**src/rtl/hazard_stage_tracker_pkg.sv**
```systemverilog
// Shared widths, constants and T encodings for hazard bookkeeping.
// Imported by the tracker interface, top and decrement helper.
package hazard_stage_tracker_pkg;

  localparam int REG_AW_DEF = 5;
  localparam int T_W_DEF    = 2;
  localparam int STAT_W_DEF = 32;

  localparam logic [T_W_DEF-1:0]    T_ZERO   = '0;
  localparam logic [REG_AW_DEF-1:0] REG_NONE = '0;

  // D-stage timing codes produced by the decoder
  typedef enum logic [T_W_DEF-1:0] {
    T_NOW  = 2'd0,
    T_ONE  = 2'd1,
    T_TWO  = 2'd2,
    T_THR  = 2'd3
  } t_code_e;

  localparam t_code_e T_USE_BR  = T_NOW;
  localparam t_code_e T_USE_ALU = T_ONE;
  localparam t_code_e T_USE_ST  = T_TWO;
  localparam t_code_e T_NEW_ALU = T_TWO;
  localparam t_code_e T_NEW_LD  = T_THR;

endpackage

```
**src/rtl/hazard_stage_tracker_if.sv**
```systemverilog
// D-stage hazard inputs, stall request and E/M/W hazard fields.
// Master drives D and stall; slave is the tracker.
interface hazard_stage_tracker_if
  import hazard_stage_tracker_pkg::*;
#(
  parameter int REG_AW = REG_AW_DEF,
  parameter int T_W    = T_W_DEF,
  parameter int STAT_W = STAT_W_DEF
);

  logic              stall;
  logic              D_valid;
  logic [REG_AW-1:0] D_rs_base;
  logic [REG_AW-1:0] D_rt;
  logic [REG_AW-1:0] D_REG_write_number;
  logic [T_W-1:0]    D_T_use_rs_base;
  logic [T_W-1:0]    D_T_use_rt;
  logic [T_W-1:0]    D_T_new;

  logic              E_valid;
  logic              M_valid;
  logic              W_valid;
  logic [REG_AW-1:0] E_rs_base;
  logic [REG_AW-1:0] E_rt;
  logic [REG_AW-1:0] M_rs_base;
  logic [REG_AW-1:0] M_rt;
  logic [REG_AW-1:0] E_REG_write_number;
  logic [REG_AW-1:0] M_REG_write_number;
  logic [REG_AW-1:0] W_REG_write_number;
  logic [T_W-1:0]    E_T_use_rs_base;
  logic [T_W-1:0]    E_T_use_rt;
  logic [T_W-1:0]    M_T_use_rs_base;
  logic [T_W-1:0]    M_T_use_rt;
  logic [T_W-1:0]    E_T_new;
  logic [T_W-1:0]    M_T_new;
  logic [T_W-1:0]    W_T_new;
  logic [STAT_W-1:0] bubble_count;
  logic [STAT_W-1:0] stall_run_max;

  modport master (
    output stall, D_valid, D_rs_base, D_rt,
    output D_REG_write_number,
    output D_T_use_rs_base, D_T_use_rt, D_T_new,
    input  E_valid, M_valid, W_valid,
    input  E_rs_base, E_rt, M_rs_base, M_rt,
    input  E_REG_write_number,
    input  M_REG_write_number,
    input  W_REG_write_number,
    input  E_T_use_rs_base, E_T_use_rt,
    input  M_T_use_rs_base, M_T_use_rt,
    input  E_T_new, M_T_new, W_T_new,
    input  bubble_count, stall_run_max
  );

  modport slave (
    input  stall, D_valid, D_rs_base, D_rt,
    input  D_REG_write_number,
    input  D_T_use_rs_base, D_T_use_rt, D_T_new,
    output E_valid, M_valid, W_valid,
    output E_rs_base, E_rt, M_rs_base, M_rt,
    output E_REG_write_number,
    output M_REG_write_number,
    output W_REG_write_number,
    output E_T_use_rs_base, E_T_use_rt,
    output M_T_use_rs_base, M_T_use_rt,
    output E_T_new, M_T_new, W_T_new,
    output bubble_count, stall_run_max
  );

endinterface

```
**src/rtl/hazard_stage_tracker_tdec.sv**
```systemverilog
// Saturating decrement of one T field: 0 stays 0, else x-1.
// Instantiated once per T field per stage boundary.
module hazard_tdec
  import hazard_stage_tracker_pkg::*;
#(
  parameter int W = T_W_DEF
) (
  input  logic [W-1:0] x,
  output logic [W-1:0] y
);

  assign y = (x == '0) ? '0 : x - 1'b1;

endmodule

```
**src/rtl/hazard_stage_tracker.sv**
```systemverilog
// Hazard metadata pipeline D->E->M->W with stall bubbles into E.
// Optional stall statistics when HAZARD_STATS_EN is defined.
module hazard_stage_tracker
  import hazard_stage_tracker_pkg::*;
#(
  parameter int REG_AW = REG_AW_DEF,
  parameter int T_W    = T_W_DEF,
  parameter int STAT_W = STAT_W_DEF
) (
  input logic clk,
  input logic reset,
  hazard_stage_tracker_if.slave bus
);

  typedef struct packed {
    logic              v;
    logic [REG_AW-1:0] rs;
    logic [REG_AW-1:0] rt;
    logic [REG_AW-1:0] wr;
    logic [T_W-1:0]    tus;
    logic [T_W-1:0]    tut;
    logic [T_W-1:0]    tn;
  } stg_t;

  stg_t e_q;
  stg_t m_q;
  logic              w_v_q;
  logic [REG_AW-1:0] w_wr_q;
  logic [T_W-1:0]    w_tn_q;

  logic [T_W-1:0] d_tus_dec, d_tut_dec, d_tn_dec;
  logic [T_W-1:0] e_tus_dec, e_tut_dec, e_tn_dec;
  logic [T_W-1:0] m_tn_dec;

  hazard_tdec #(.W(T_W)) u_dec_d_tus (
    .x(bus.D_T_use_rs_base), .y(d_tus_dec));
  hazard_tdec #(.W(T_W)) u_dec_d_tut (
    .x(bus.D_T_use_rt), .y(d_tut_dec));
  hazard_tdec #(.W(T_W)) u_dec_d_tn (
    .x(bus.D_T_new), .y(d_tn_dec));
  hazard_tdec #(.W(T_W)) u_dec_e_tus (
    .x(e_q.tus), .y(e_tus_dec));
  hazard_tdec #(.W(T_W)) u_dec_e_tut (
    .x(e_q.tut), .y(e_tut_dec));
  hazard_tdec #(.W(T_W)) u_dec_e_tn (
    .x(e_q.tn), .y(e_tn_dec));
  hazard_tdec #(.W(T_W)) u_dec_m_tn (
    .x(m_q.tn), .y(m_tn_dec));

  // A bubble is all-zero, so it can never name a producer
  always_ff @(posedge clk or negedge reset) begin
    if (!reset) begin
      e_q <= '0;
    end else if (bus.stall || !bus.D_valid) begin
      e_q <= '0;
    end else begin
      e_q <= '{v:   1'b1,
               rs:  bus.D_rs_base,
               rt:  bus.D_rt,
               wr:  bus.D_REG_write_number,
               tus: d_tus_dec,
               tut: d_tut_dec,
               tn:  d_tn_dec};
    end
  end

  always_ff @(posedge clk or negedge reset) begin
    if (!reset) begin
      m_q <= '0;
    end else begin
      m_q <= '{v:   e_q.v,
               rs:  e_q.rs,
               rt:  e_q.rt,
               wr:  e_q.wr,
               tus: e_tus_dec,
               tut: e_tut_dec,
               tn:  e_tn_dec};
    end
  end

  always_ff @(posedge clk or negedge reset) begin
    if (!reset) begin
      w_v_q  <= 1'b0;
      w_wr_q <= '0;
      w_tn_q <= '0;
    end else begin
      w_v_q  <= m_q.v;
      w_wr_q <= m_q.wr;
      w_tn_q <= m_tn_dec;
    end
  end

  assign bus.E_valid            = e_q.v;
  assign bus.E_rs_base          = e_q.rs;
  assign bus.E_rt               = e_q.rt;
  assign bus.E_REG_write_number = e_q.wr;
  assign bus.E_T_use_rs_base    = e_q.tus;
  assign bus.E_T_use_rt         = e_q.tut;
  assign bus.E_T_new            = e_q.tn;

  assign bus.M_valid            = m_q.v;
  assign bus.M_rs_base          = m_q.rs;
  assign bus.M_rt               = m_q.rt;
  assign bus.M_REG_write_number = m_q.wr;
  assign bus.M_T_use_rs_base    = m_q.tus;
  assign bus.M_T_use_rt         = m_q.tut;
  assign bus.M_T_new            = m_q.tn;

  assign bus.W_valid            = w_v_q;
  assign bus.W_REG_write_number = w_wr_q;
  assign bus.W_T_new            = w_tn_q;

`ifdef HAZARD_STATS_EN
  logic [STAT_W-1:0] bub_q;
  logic [STAT_W-1:0] run_q;
  logic [STAT_W-1:0] max_q;
  logic [STAT_W-1:0] run_inc;

  // Run length includes the current stall cycle
  assign run_inc = (run_q == '1) ? run_q : run_q + 1'b1;

  always_ff @(posedge clk or negedge reset) begin
    if (!reset) begin
      bub_q <= '0;
      run_q <= '0;
      max_q <= '0;
    end else if (bus.stall) begin
      if (bub_q != '1) bub_q <= bub_q + 1'b1;
      run_q <= run_inc;
      if (run_inc > max_q) max_q <= run_inc;
    end else begin
      run_q <= '0;
    end
  end

  assign bus.bubble_count  = bub_q;
  assign bus.stall_run_max = max_q;
`else
  assign bus.bubble_count  = '0;
  assign bus.stall_run_max = '0;
`endif

endmodule
```
**src/flat_wrapper.sv**
```systemverilog
// flat-port wrapper written by rule: the top's interface ports become plain ports
module hazard_stage_tracker_flat import hazard_stage_tracker_pkg::*;
#(
  parameter int REG_AW = REG_AW_DEF,
  parameter int T_W    = T_W_DEF,
  parameter int STAT_W = STAT_W_DEF
)
  (clk, reset, bus_stall, bus_D_valid, bus_D_rs_base, bus_D_rt, bus_D_REG_write_number, bus_D_T_use_rs_base, bus_D_T_use_rt, bus_D_T_new, bus_E_valid, bus_M_valid, bus_W_valid, bus_E_rs_base, bus_E_rt, bus_M_rs_base, bus_M_rt, bus_E_REG_write_number, bus_M_REG_write_number, bus_W_REG_write_number, bus_E_T_use_rs_base, bus_E_T_use_rt, bus_M_T_use_rs_base, bus_M_T_use_rt, bus_E_T_new, bus_M_T_new, bus_W_T_new, bus_bubble_count, bus_stall_run_max);
  hazard_stage_tracker_if #(.REG_AW(REG_AW), .T_W(T_W), .STAT_W(STAT_W)) bus_i ();
  input logic clk;
  input logic reset;
  input wire logic [$bits(bus_i.stall)-1:0] bus_stall;
  input wire logic [$bits(bus_i.D_valid)-1:0] bus_D_valid;
  input wire logic [$bits(bus_i.D_rs_base)-1:0] bus_D_rs_base;
  input wire logic [$bits(bus_i.D_rt)-1:0] bus_D_rt;
  input wire logic [$bits(bus_i.D_REG_write_number)-1:0] bus_D_REG_write_number;
  input wire logic [$bits(bus_i.D_T_use_rs_base)-1:0] bus_D_T_use_rs_base;
  input wire logic [$bits(bus_i.D_T_use_rt)-1:0] bus_D_T_use_rt;
  input wire logic [$bits(bus_i.D_T_new)-1:0] bus_D_T_new;
  output wire logic [$bits(bus_i.E_valid)-1:0] bus_E_valid;
  output wire logic [$bits(bus_i.M_valid)-1:0] bus_M_valid;
  output wire logic [$bits(bus_i.W_valid)-1:0] bus_W_valid;
  output wire logic [$bits(bus_i.E_rs_base)-1:0] bus_E_rs_base;
  output wire logic [$bits(bus_i.E_rt)-1:0] bus_E_rt;
  output wire logic [$bits(bus_i.M_rs_base)-1:0] bus_M_rs_base;
  output wire logic [$bits(bus_i.M_rt)-1:0] bus_M_rt;
  output wire logic [$bits(bus_i.E_REG_write_number)-1:0] bus_E_REG_write_number;
  output wire logic [$bits(bus_i.M_REG_write_number)-1:0] bus_M_REG_write_number;
  output wire logic [$bits(bus_i.W_REG_write_number)-1:0] bus_W_REG_write_number;
  output wire logic [$bits(bus_i.E_T_use_rs_base)-1:0] bus_E_T_use_rs_base;
  output wire logic [$bits(bus_i.E_T_use_rt)-1:0] bus_E_T_use_rt;
  output wire logic [$bits(bus_i.M_T_use_rs_base)-1:0] bus_M_T_use_rs_base;
  output wire logic [$bits(bus_i.M_T_use_rt)-1:0] bus_M_T_use_rt;
  output wire logic [$bits(bus_i.E_T_new)-1:0] bus_E_T_new;
  output wire logic [$bits(bus_i.M_T_new)-1:0] bus_M_T_new;
  output wire logic [$bits(bus_i.W_T_new)-1:0] bus_W_T_new;
  output wire logic [$bits(bus_i.bubble_count)-1:0] bus_bubble_count;
  output wire logic [$bits(bus_i.stall_run_max)-1:0] bus_stall_run_max;
  assign bus_i.stall = bus_stall;
  assign bus_i.D_valid = bus_D_valid;
  assign bus_i.D_rs_base = bus_D_rs_base;
  assign bus_i.D_rt = bus_D_rt;
  assign bus_i.D_REG_write_number = bus_D_REG_write_number;
  assign bus_i.D_T_use_rs_base = bus_D_T_use_rs_base;
  assign bus_i.D_T_use_rt = bus_D_T_use_rt;
  assign bus_i.D_T_new = bus_D_T_new;
  assign bus_E_valid = bus_i.E_valid;
  assign bus_M_valid = bus_i.M_valid;
  assign bus_W_valid = bus_i.W_valid;
  assign bus_E_rs_base = bus_i.E_rs_base;
  assign bus_E_rt = bus_i.E_rt;
  assign bus_M_rs_base = bus_i.M_rs_base;
  assign bus_M_rt = bus_i.M_rt;
  assign bus_E_REG_write_number = bus_i.E_REG_write_number;
  assign bus_M_REG_write_number = bus_i.M_REG_write_number;
  assign bus_W_REG_write_number = bus_i.W_REG_write_number;
  assign bus_E_T_use_rs_base = bus_i.E_T_use_rs_base;
  assign bus_E_T_use_rt = bus_i.E_T_use_rt;
  assign bus_M_T_use_rs_base = bus_i.M_T_use_rs_base;
  assign bus_M_T_use_rt = bus_i.M_T_use_rt;
  assign bus_E_T_new = bus_i.E_T_new;
  assign bus_M_T_new = bus_i.M_T_new;
  assign bus_W_T_new = bus_i.W_T_new;
  assign bus_bubble_count = bus_i.bubble_count;
  assign bus_stall_run_max = bus_i.stall_run_max;
  hazard_stage_tracker #(.REG_AW(REG_AW), .T_W(T_W), .STAT_W(STAT_W)) u_core (.clk(clk), .reset(reset), .bus(bus_i));
endmodule
```
**config.mk**
```make
export PLATFORM = sky130hd
export DESIGN_NAME = hazard_stage_tracker_flat
export DESIGN_NICKNAME = d
export VERILOG_FILES = /design/src/rtl/hazard_stage_tracker_pkg.sv /design/src/rtl/hazard_stage_tracker_if.sv /design/src/rtl/hazard_stage_tracker_tdec.sv /design/src/rtl/hazard_stage_tracker.sv /design/src/flat_wrapper.sv
export SDC_FILE = /design/constraint.sdc
export NUM_CORES = 1
export LEC_CHECK = 0
export ABC_AREA = 1
export CELL_PAD_IN_SITES_DETAIL_PLACEMENT = 1
export CELL_PAD_IN_SITES_GLOBAL_PLACEMENT = 1
export CORE_MARGIN = 3
export CORE_UTILIZATION = 25
export DETAILED_ROUTE_END_ITERATION = 12
export GPL_TIMING_DRIVEN = 0
export PLACE_DENSITY = 0.77
export SYNTH_ARGS = -nofsm -noshare
export SYNTH_HDL_FRONTEND = slang
export SYNTH_SLANG_ARGS = --single-unit
```
**constraint.sdc**
```tcl
create_clock -name clk -period 0.8 [get_ports clk]
set_clock_uncertainty 0.1 [all_clocks]
set_input_delay 0.12 -clock clk [delete_from_list [all_inputs] [get_ports clk]]
set_output_delay 0.12 -clock clk [all_outputs]
set_load 0.02 [all_outputs]
```
==> qor.txt, run 1 <==
WL per Instance = 11.4 um
total track usage = 10.3%
Min Hold Slack = -0.420 ns
vias in the first global route = 1,608
die area = 0.00936 mm2
Fillers = 883
cell count after synthesis = 183
Starting Density = 26.2%
grt total ovfl = 0
gpl congestion = 0.730
sw frac = 25.1%
num ports = 141
Syn Area/Cell = 11.2 um2
vias post-DR = 1,522
status = finished with violations
combinational share of power = 20.3%
vias per inst = 3.37
Flop pwr share = 47.3%
Seq/Total Area, Yosys = 63.2%
crit path DAT = 0.87 ns
first drt pass iteration count = 3
PnR worst setup slack = -0.287 ns
NetSw = 1470 uW
Final Instance Count excl. Fillers = 452
clock sink total = 52
Tmin final = 1.09 ns
Peak VDD IR = 0.649 mV
crit-path cells = buf_6
slowest CP cell = dfrtp_1
CP delay by family, top = flip-flops
Root Driver = clkbuf_8
dpl cells = 425
Core Area = 0.00785 mm2
largest net degree at the start of global routing = 44
Rows = 32
clk_lat worst skew = 0.30 ns
Die Y = 96.7 um
number of buffers and inverters on the critical path = 1
Routed WL = 5160 um
Area after DPL = 0.00320 mm2
Final Cell Area = 0.00363 mm2
CP required = 0.58 ns
Final Hold Viols = 52
failing checks = negative hold slack, negative setup slack
n_diodes = 0
Final Cycle Share = 136%
clock power share = 32.4%
Multi-input gate area = 413 um2
max-slew violation count = 0
achievable frequency = 0.920 GHz
CP max stage delay = 0.42 ns
Mapped Area = 0.00206 mm2
register area = 0.00130 mm2
post-synth cell types = 9
Num CTS Buffers = 5
Clk pin slew, worst setup/hold paths = 0.09 ns
first-pass GRT wire length = 7710 um
Final Net Count = 374
critical path capture point type = primary output
CTS tree = built
H-tree depth = 2
Iter 0 DRT Violations = 29
area delta synth->final = 76.5%
Finished Core Util = 46.3%
Routed Antenna Nets = 0
port buffer count = 76
Hold Crit Class = input pin to asynchronous set/reset pin
clk buf depth = 2
Setup CP Type = register to primary output
RSZ-0062 raised after global routing = yes
FF+latch count, synth = 52
Die X = 96.7 um
Yosys warning count = 0
crit-path max FO = 2
HPWL after DPL = 3810 um
critical path launch point type = register
Max-cap violations = 0
Final Setup Violations = 60
initial antenna violation count = 0
Int Pwr = 4390 uW
# DRC = 0
Lkg Pwr = 0.00212 uW
Power Dens Cells = 1610 mW/mm2
layout cells sized above 1 = 46.0%
==> worst register-to-register path, delay by kind of cell (launching register included) <==
kind	cells	cell delay (ns)
buffers and inverters	3	0.27
AND/OR/NAND/NOR	1	0.05
flip-flops	1	0.41
==> routing by layer <==
metal	wire length (um)	global-route usage, %	up-vias	share of wire [%]
li1	-	-	726	-
met1	1880	10.7	703	36
met2	2820	19.8	85	55
met3	382	2.24	8	7.4
met4	78	3.89	0	1.5
met5	0	0	-	0
==> synth_stat cells, drive strengths merged <==
| master | number | share of area [%] |
|---|---|---|
| dfrtp | 52 | 63 |
| nand2 | 11 | 2.1 |
| nor2 | 25 | 4.9 |
| conb | 1 | 0.18 |
| buf | 66 | 24 |
| inv | 28 | 5.1 |
==> path summary, 6_finish.rpt <==
kind	from	to	slack, ns	cells after the start
max reg2reg	u_core.bus.M_T_new[0]	u_core.bus.W_T_new[1]	-0.14	4
min reg2reg	u_core.bus.E_rs_base[2]	u_core.bus.M_rs_base[2]	0.30	0
max in group asynchronous	reset	u_core.bus.M_T_new[0]	0.52	2
min	reset	u_core.bus.M_rs_base[3]	-0.42	1
min in group clk	bus_stall	u_core.bus.E_T_use_rs_base[0]	0.14	4
max	u_core.bus.E_T_use_rt[1]	bus_E_T_use_rt[1]	-0.29	1
==> power by group through the flow <==
stage / clock network, uW / registers (uW) / logic [uW]
floorplan: 0 / 2920 / 569
global placement: 0 / 2800 / 1050
detailed placement: 0 / 2810 / 1070
CTS: 1980 / 2770 / 1150
global route: 2080 / 2790 / 1270
finish: 1900 / 2770 / 1190
==> per-stage QoR <==
stage | TNS [ns] | total power, uW | setup slack, ns | hold slack [ns]
final | -13.30 | 5860 | -0.287 | -0.420
after global routing | -15.42 | 6130 | -0.322 | -0.420
after CTS | -14.03 | 5900 | -0.291 | -0.427
after detailed placement | -25.98 | 3880 | -0.410 | -0.0918
after global placement | -123.43 | 3850 | -1.89 | 0.256
after floorplan | 0 | 3480 | 0.0227 | -0.276
==> cell families after synthesis <==
logic type | Yosys count | synth area share [%]
buffers and inverters | 94 | 29.5
other | 1 | 0.182
and+or+nand+nor | 36 | 7.05
DFF | 52 | 63.2
==> cells in the final DEF, fill, tap and decap left out <==
cell type / n
dlygate4sd2_1: 2
nor2_2: 1
clkbuf_8: 7
nor2_1: 22
clkdlybuf4s50_1: 21
nor2_4: 2
nand2_1: 7
buf_2: 1
dfrtp_1: 52
nand2_2: 2
inv_4: 2
inv_2: 5
buf_8: 1
nand2_4: 2
buf_16: 1
buf_4: 72
conb_1: 64
buf_6: 62
inv_1: 21
bufinv_16: 1
buf_12: 2
==> area by class of cell <==
| class | count | share of cell area [%] |
|---|---|---|
| plain buffers | 66 | 14.0 |
| clock buffers | 7 | 2.65 |
| clock inverters | 1 | 0.827 |
| inverters | 28 | 3.03 |
| multi-input cells | 100 | 11.4 |
| flip-flops and latches | 52 | 35.8 |
| well taps | 102 | 3.51 |
| repair buffers | 96 | 28.8 |
==> flip-flops by register name, summed over array words and instances, names as in the netlist <==
register / cells
u_core.bus.W_REG_write_number: 5
u_core.bus.E_T_use_rs_base: 2
u_core.bus.M_T_use_rt: 2
u_core.bus.M_T_new: 2
u_core.bus.M_REG_write_number: 5
u_core.bus.E_valid: 1
u_core.bus.E_T_new: 2
u_core.bus.E_T_use_rt: 2
u_core.bus.M_rt: 5
u_core.bus.W_valid: 1
u_core.bus.E_REG_write_number: 5
u_core.bus.E_rs_base: 5
u_core.bus.M_T_use_rs_base: 2
u_core.bus.E_rt: 5
u_core.bus.M_rs_base: 5
u_core.bus.M_valid: 1
u_core.bus.W_T_new: 2
==> timing repair <==
item | CTS | global route
hold endpoints to repair | 52 | 52
setup buffers | 13 | 8
cloned | 1 | 0
endpoints found under the setup margin | 72 | 58
gates resized for setup | 322 | 22
pin swaps | 2 | 2
No activity file was read; power rests on OpenSTA's default activity.
==> run 2, diff against run 1 <==
Settings changed: CAP_MARGIN set to 25, PLACE_DENSITY 0.77 to 0.76, SYNTH_HIERARCHICAL set to 1.
==> run 2 against run 1 <==
Against the previous run:
- design area grew 3.3%
- sequential power is essentially flat
- sequential share of layout area shrank 1.1 points
- die area grew 4.6%
- highest routed layer unchanged
- area after synthesis grew 4.9%
- critical path type unchanged
- the run still ends with negative hold slack, negative setup slack left
- cell count grew 2.9%
- first-iteration DRC count shrank 76%
- core utilization shrank 1.1 points
- setup slack gained 0.0025 ns
==> qor.txt, run 2 <==
WL per Instance = 12.0 um (+5.6%)
NetSw = 1510 uW (+2.6%)
largest net degree at the start of global routing = 38 (-14%)
top post-synthesis cells by area = dfrtp_1 (60%), buf_4 (22%), nor2_2 (7.0%), inv_1 (6.4%), nand2_1 (1.2%)
max-slew violation count = 0 (unchanged)
Yosys warning count = 6 (+6)
clk_lat worst skew = 0.30 ns (about the same)
Die X = 98.9 um (+2.3%)
HPWL after DPL = 4080 um (+7.3%)
area delta synth->final = 73.8%
setup TNS = -13.28 ns (+0.0283 ns)
CP max stage delay = 0.42 ns (about the same)
vias per inst = 3.35 (-0.62%)
total track usage = 11.2% (+0.88 points)
first drt pass iteration count = 3 (unchanged)
Seq/Total Area, Yosys = 60.3% (-3.0 points)
Clk pin slew, worst setup/hold paths = 0.09 ns (about the same)
Num CTS Buffers = 5 (unchanged)
die area = 0.00979 mm2 (+4.6%)
Starting Density = 26.0% (-0.21 points)
Overall Power = 5770 uW (-1.6%)
Finished Core Util = 45.2% (-1.1 points)
Final Cycle Share = 136% (-0.31 points)
critical path launch point type = register
Iter 0 DRT Violations = 7 (-76%)
crit path DAT = 0.86 ns (about the same)
status = finished with violations
critical path capture point type = primary output
Max-cap violations = 0 (unchanged)
gpl congestion = 0.733 (+0.52%)
RSZ-0062 raised after global routing = yes
Synth top area share = 60.3% (-3.0 points)
achievable frequency = 0.922 GHz (+0.23%)
crit-path cells = buf_6
# DRC = 0 (unchanged)
FF+latch count, synth = 52 (unchanged)
Int Pwr = 4260 uW (-3.0%)
first-pass GRT wire length = 8560 um (+11%)
Min Hold Slack = -0.375 ns (+0.0459 ns)
Routed WL = 5600 um (+8.6%)
Worst path depth = 1 (unchanged)
top_reg_cell synth = dfrtp_1
Flop pwr share = 48.1% (+0.8 points)
synth cell count leaders = buf_4 (64), dfrtp_1 (52), inv_1 (37)
layout cells sized above 1 = 50.8% (+4.8 points)
clock sink total = 52 (unchanged)
Async S/R FF share, synth = 100% (unchanged)
Core Area = 0.00830 mm2 (+5.8%)
combinational share of power = 22.0% (+1.7 points)
Rows = 33 (+3.1%)
Lkg Pwr = 0.00219 uW (+3.4%)
Hold Crit Class = input pin to asynchronous set/reset pin
Register-to-Register Path Depth = 3 (-1)
cell count after synthesis = 192 (+4.9%)
met2 Usage GRT = 22.8% (+3.0 points)
clk buf depth = 2 (unchanged)
failing checks = negative hold slack, negative setup slack
largest area contributor in the netlist = dfrtp_1
CP required = 0.58 ns (about the same)
post-synth cell types = 10 (+1)
Post-synth EDFFs = 0 (unchanged)
Fillers = 922 (+4.4%)
initial antenna violation count = 0 (unchanged)
dpl cells = 437 (+2.8%)
Peak VDD IR = 0.704 mV (+8.4%)
GR Util met1 = 11.5% (+0.75 points)
Tmin final = 1.08 ns (-0.00247 ns)
FF-to-FF Start = u_core/bus.M_T_new[1]
Routed Antenna Nets = 0 (unchanged)
Root Driver = clkbuf_8
slowest CP cell = dfrtp_1
Final Instance Count excl. Fillers = 465 (+2.9%)
number of buffers and inverters on the critical path = 1 (unchanged)
vias post-DR = 1,556 (+2.2%)
Final Net Count = 384 (+2.7%)
CP delay by family, top = flip-flops
most common cell in the netlist = buf_4
most common cell after layout, fill and taps aside = buf_4
CTS tree = built
busiest metal layer after global routing = met2
Multi-input gate area = 470 um2 (+14%)
commonest non-fill, non-tap cells in the layout = buf_4 (72), conb_1 (64), buf_6 (61), dfrtp_1 (52), inv_1 (31)
grt total ovfl = 0 (unchanged)
n_diodes = 0 (unchanged)
num ports = 141 (unchanged)
clock power share = 29.9% (-2.5 points)
Worst Setup SP = u_core/bus.E_T_use_rt[0]
sw frac = 26.2% (+1.1 points)
Setup CP Type = register to primary output
Syn Area/Cell = 11.2 um2 (about the same)
register area = 0.00130 mm2 (unchanged)
vias in the first global route = 1,654 (+2.9%)
port buffer count = 76 (unchanged)
met3 Use GR = 1.84% (-0.39 points)
Power Dens Cells = 1540 mW/mm2 (-4.8%)
Mapped Area = 0.00216 mm2 (+4.9%)
Final Setup Violations = 63 (+5.0%)
Die Y = 98.9 um (+2.3%)
PnR worst setup slack = -0.284 ns (+0.00247 ns)
H-tree depth = 2 (unchanged)
crit-path max FO = 2 (unchanged)
Final Hold Viols = 52 (unchanged)
-- run 2: cell families after synthesis --
family	count (synthesis)	share of synthesized area (%)
and+or+nand+nor	36	9.85
DFF	52	60.3
buffers and inverters	103	29.7
other	1	0.174
-- run 2: path summary, 6_finish.rpt --
path	to	slack, ns
worst max-delay path	bus_E_T_use_rt[0]	-0.28
worst min-delay path	u_core/bus.M_rs_base[1]	-0.37
worst max register to register	u_core/bus.W_T_new[1]	-0.07
worst min register to register	u_core/bus.M_REG_write_number[1]	0.30
max in group asynchronous	u_core/bus.E_T_new[1]	0.45
min in group clk	u_core/bus.E_T_new[0]	0.06
-- run 2: power groups by stage --
stage	clock network [uW]	registers (uW)	logic (uW)
global route	1920	2790	1350
detailed placement	0	2810	1110
CTS	1750	2770	1230
global placement	0	2800	1090
floorplan	0	2920	605
finish	1730	2770	1270
-- run 2: layout make-up --
| cell class | count | share of cell area [%] |
|---|---|---|
| Sequential cell | 52 | 34.7 |
| Timing Repair Buffer | 97 | 29.0 |
| Buffer | 66 | 13.7 |
| Multi-Input combinational cell | 100 | 12.5 |
| Inverter | 37 | 3.70 |
| Tap cell | 105 | 3.50 |
| Clock buffer | 6 | 1.93 |
| Clock inverter | 2 | 0.934 |
-- run 2: routing by layer --
layer	vias up	routed length (um)
li1	749	-
met1	732	1840
met2	70	3390
met3	5	328
met4	0	47
met5	-	0
-- run 2: through the flow --
stage	setup slack (ns)	instance area, um2	hold slack [ns]
after global routing	-0.323	3750	-0.360
after floorplan	0.0127	2400	-0.276
after detailed placement	-0.428	3300	-0.0448
after global placement	-1.91	3290	0.257
after CTS	-0.286	3680	-0.370
final	-0.284	3750	-0.375
-- run 2: timing repair --
item | CTS | global route
pin swaps | 1 | 2
endpoints found under the hold margin | 52 | 15
resized for setup | 322 | 16
endpoints found under the setup margin | 72 | 60
setup buffers | 14 | 6
cloned | 2 | 0
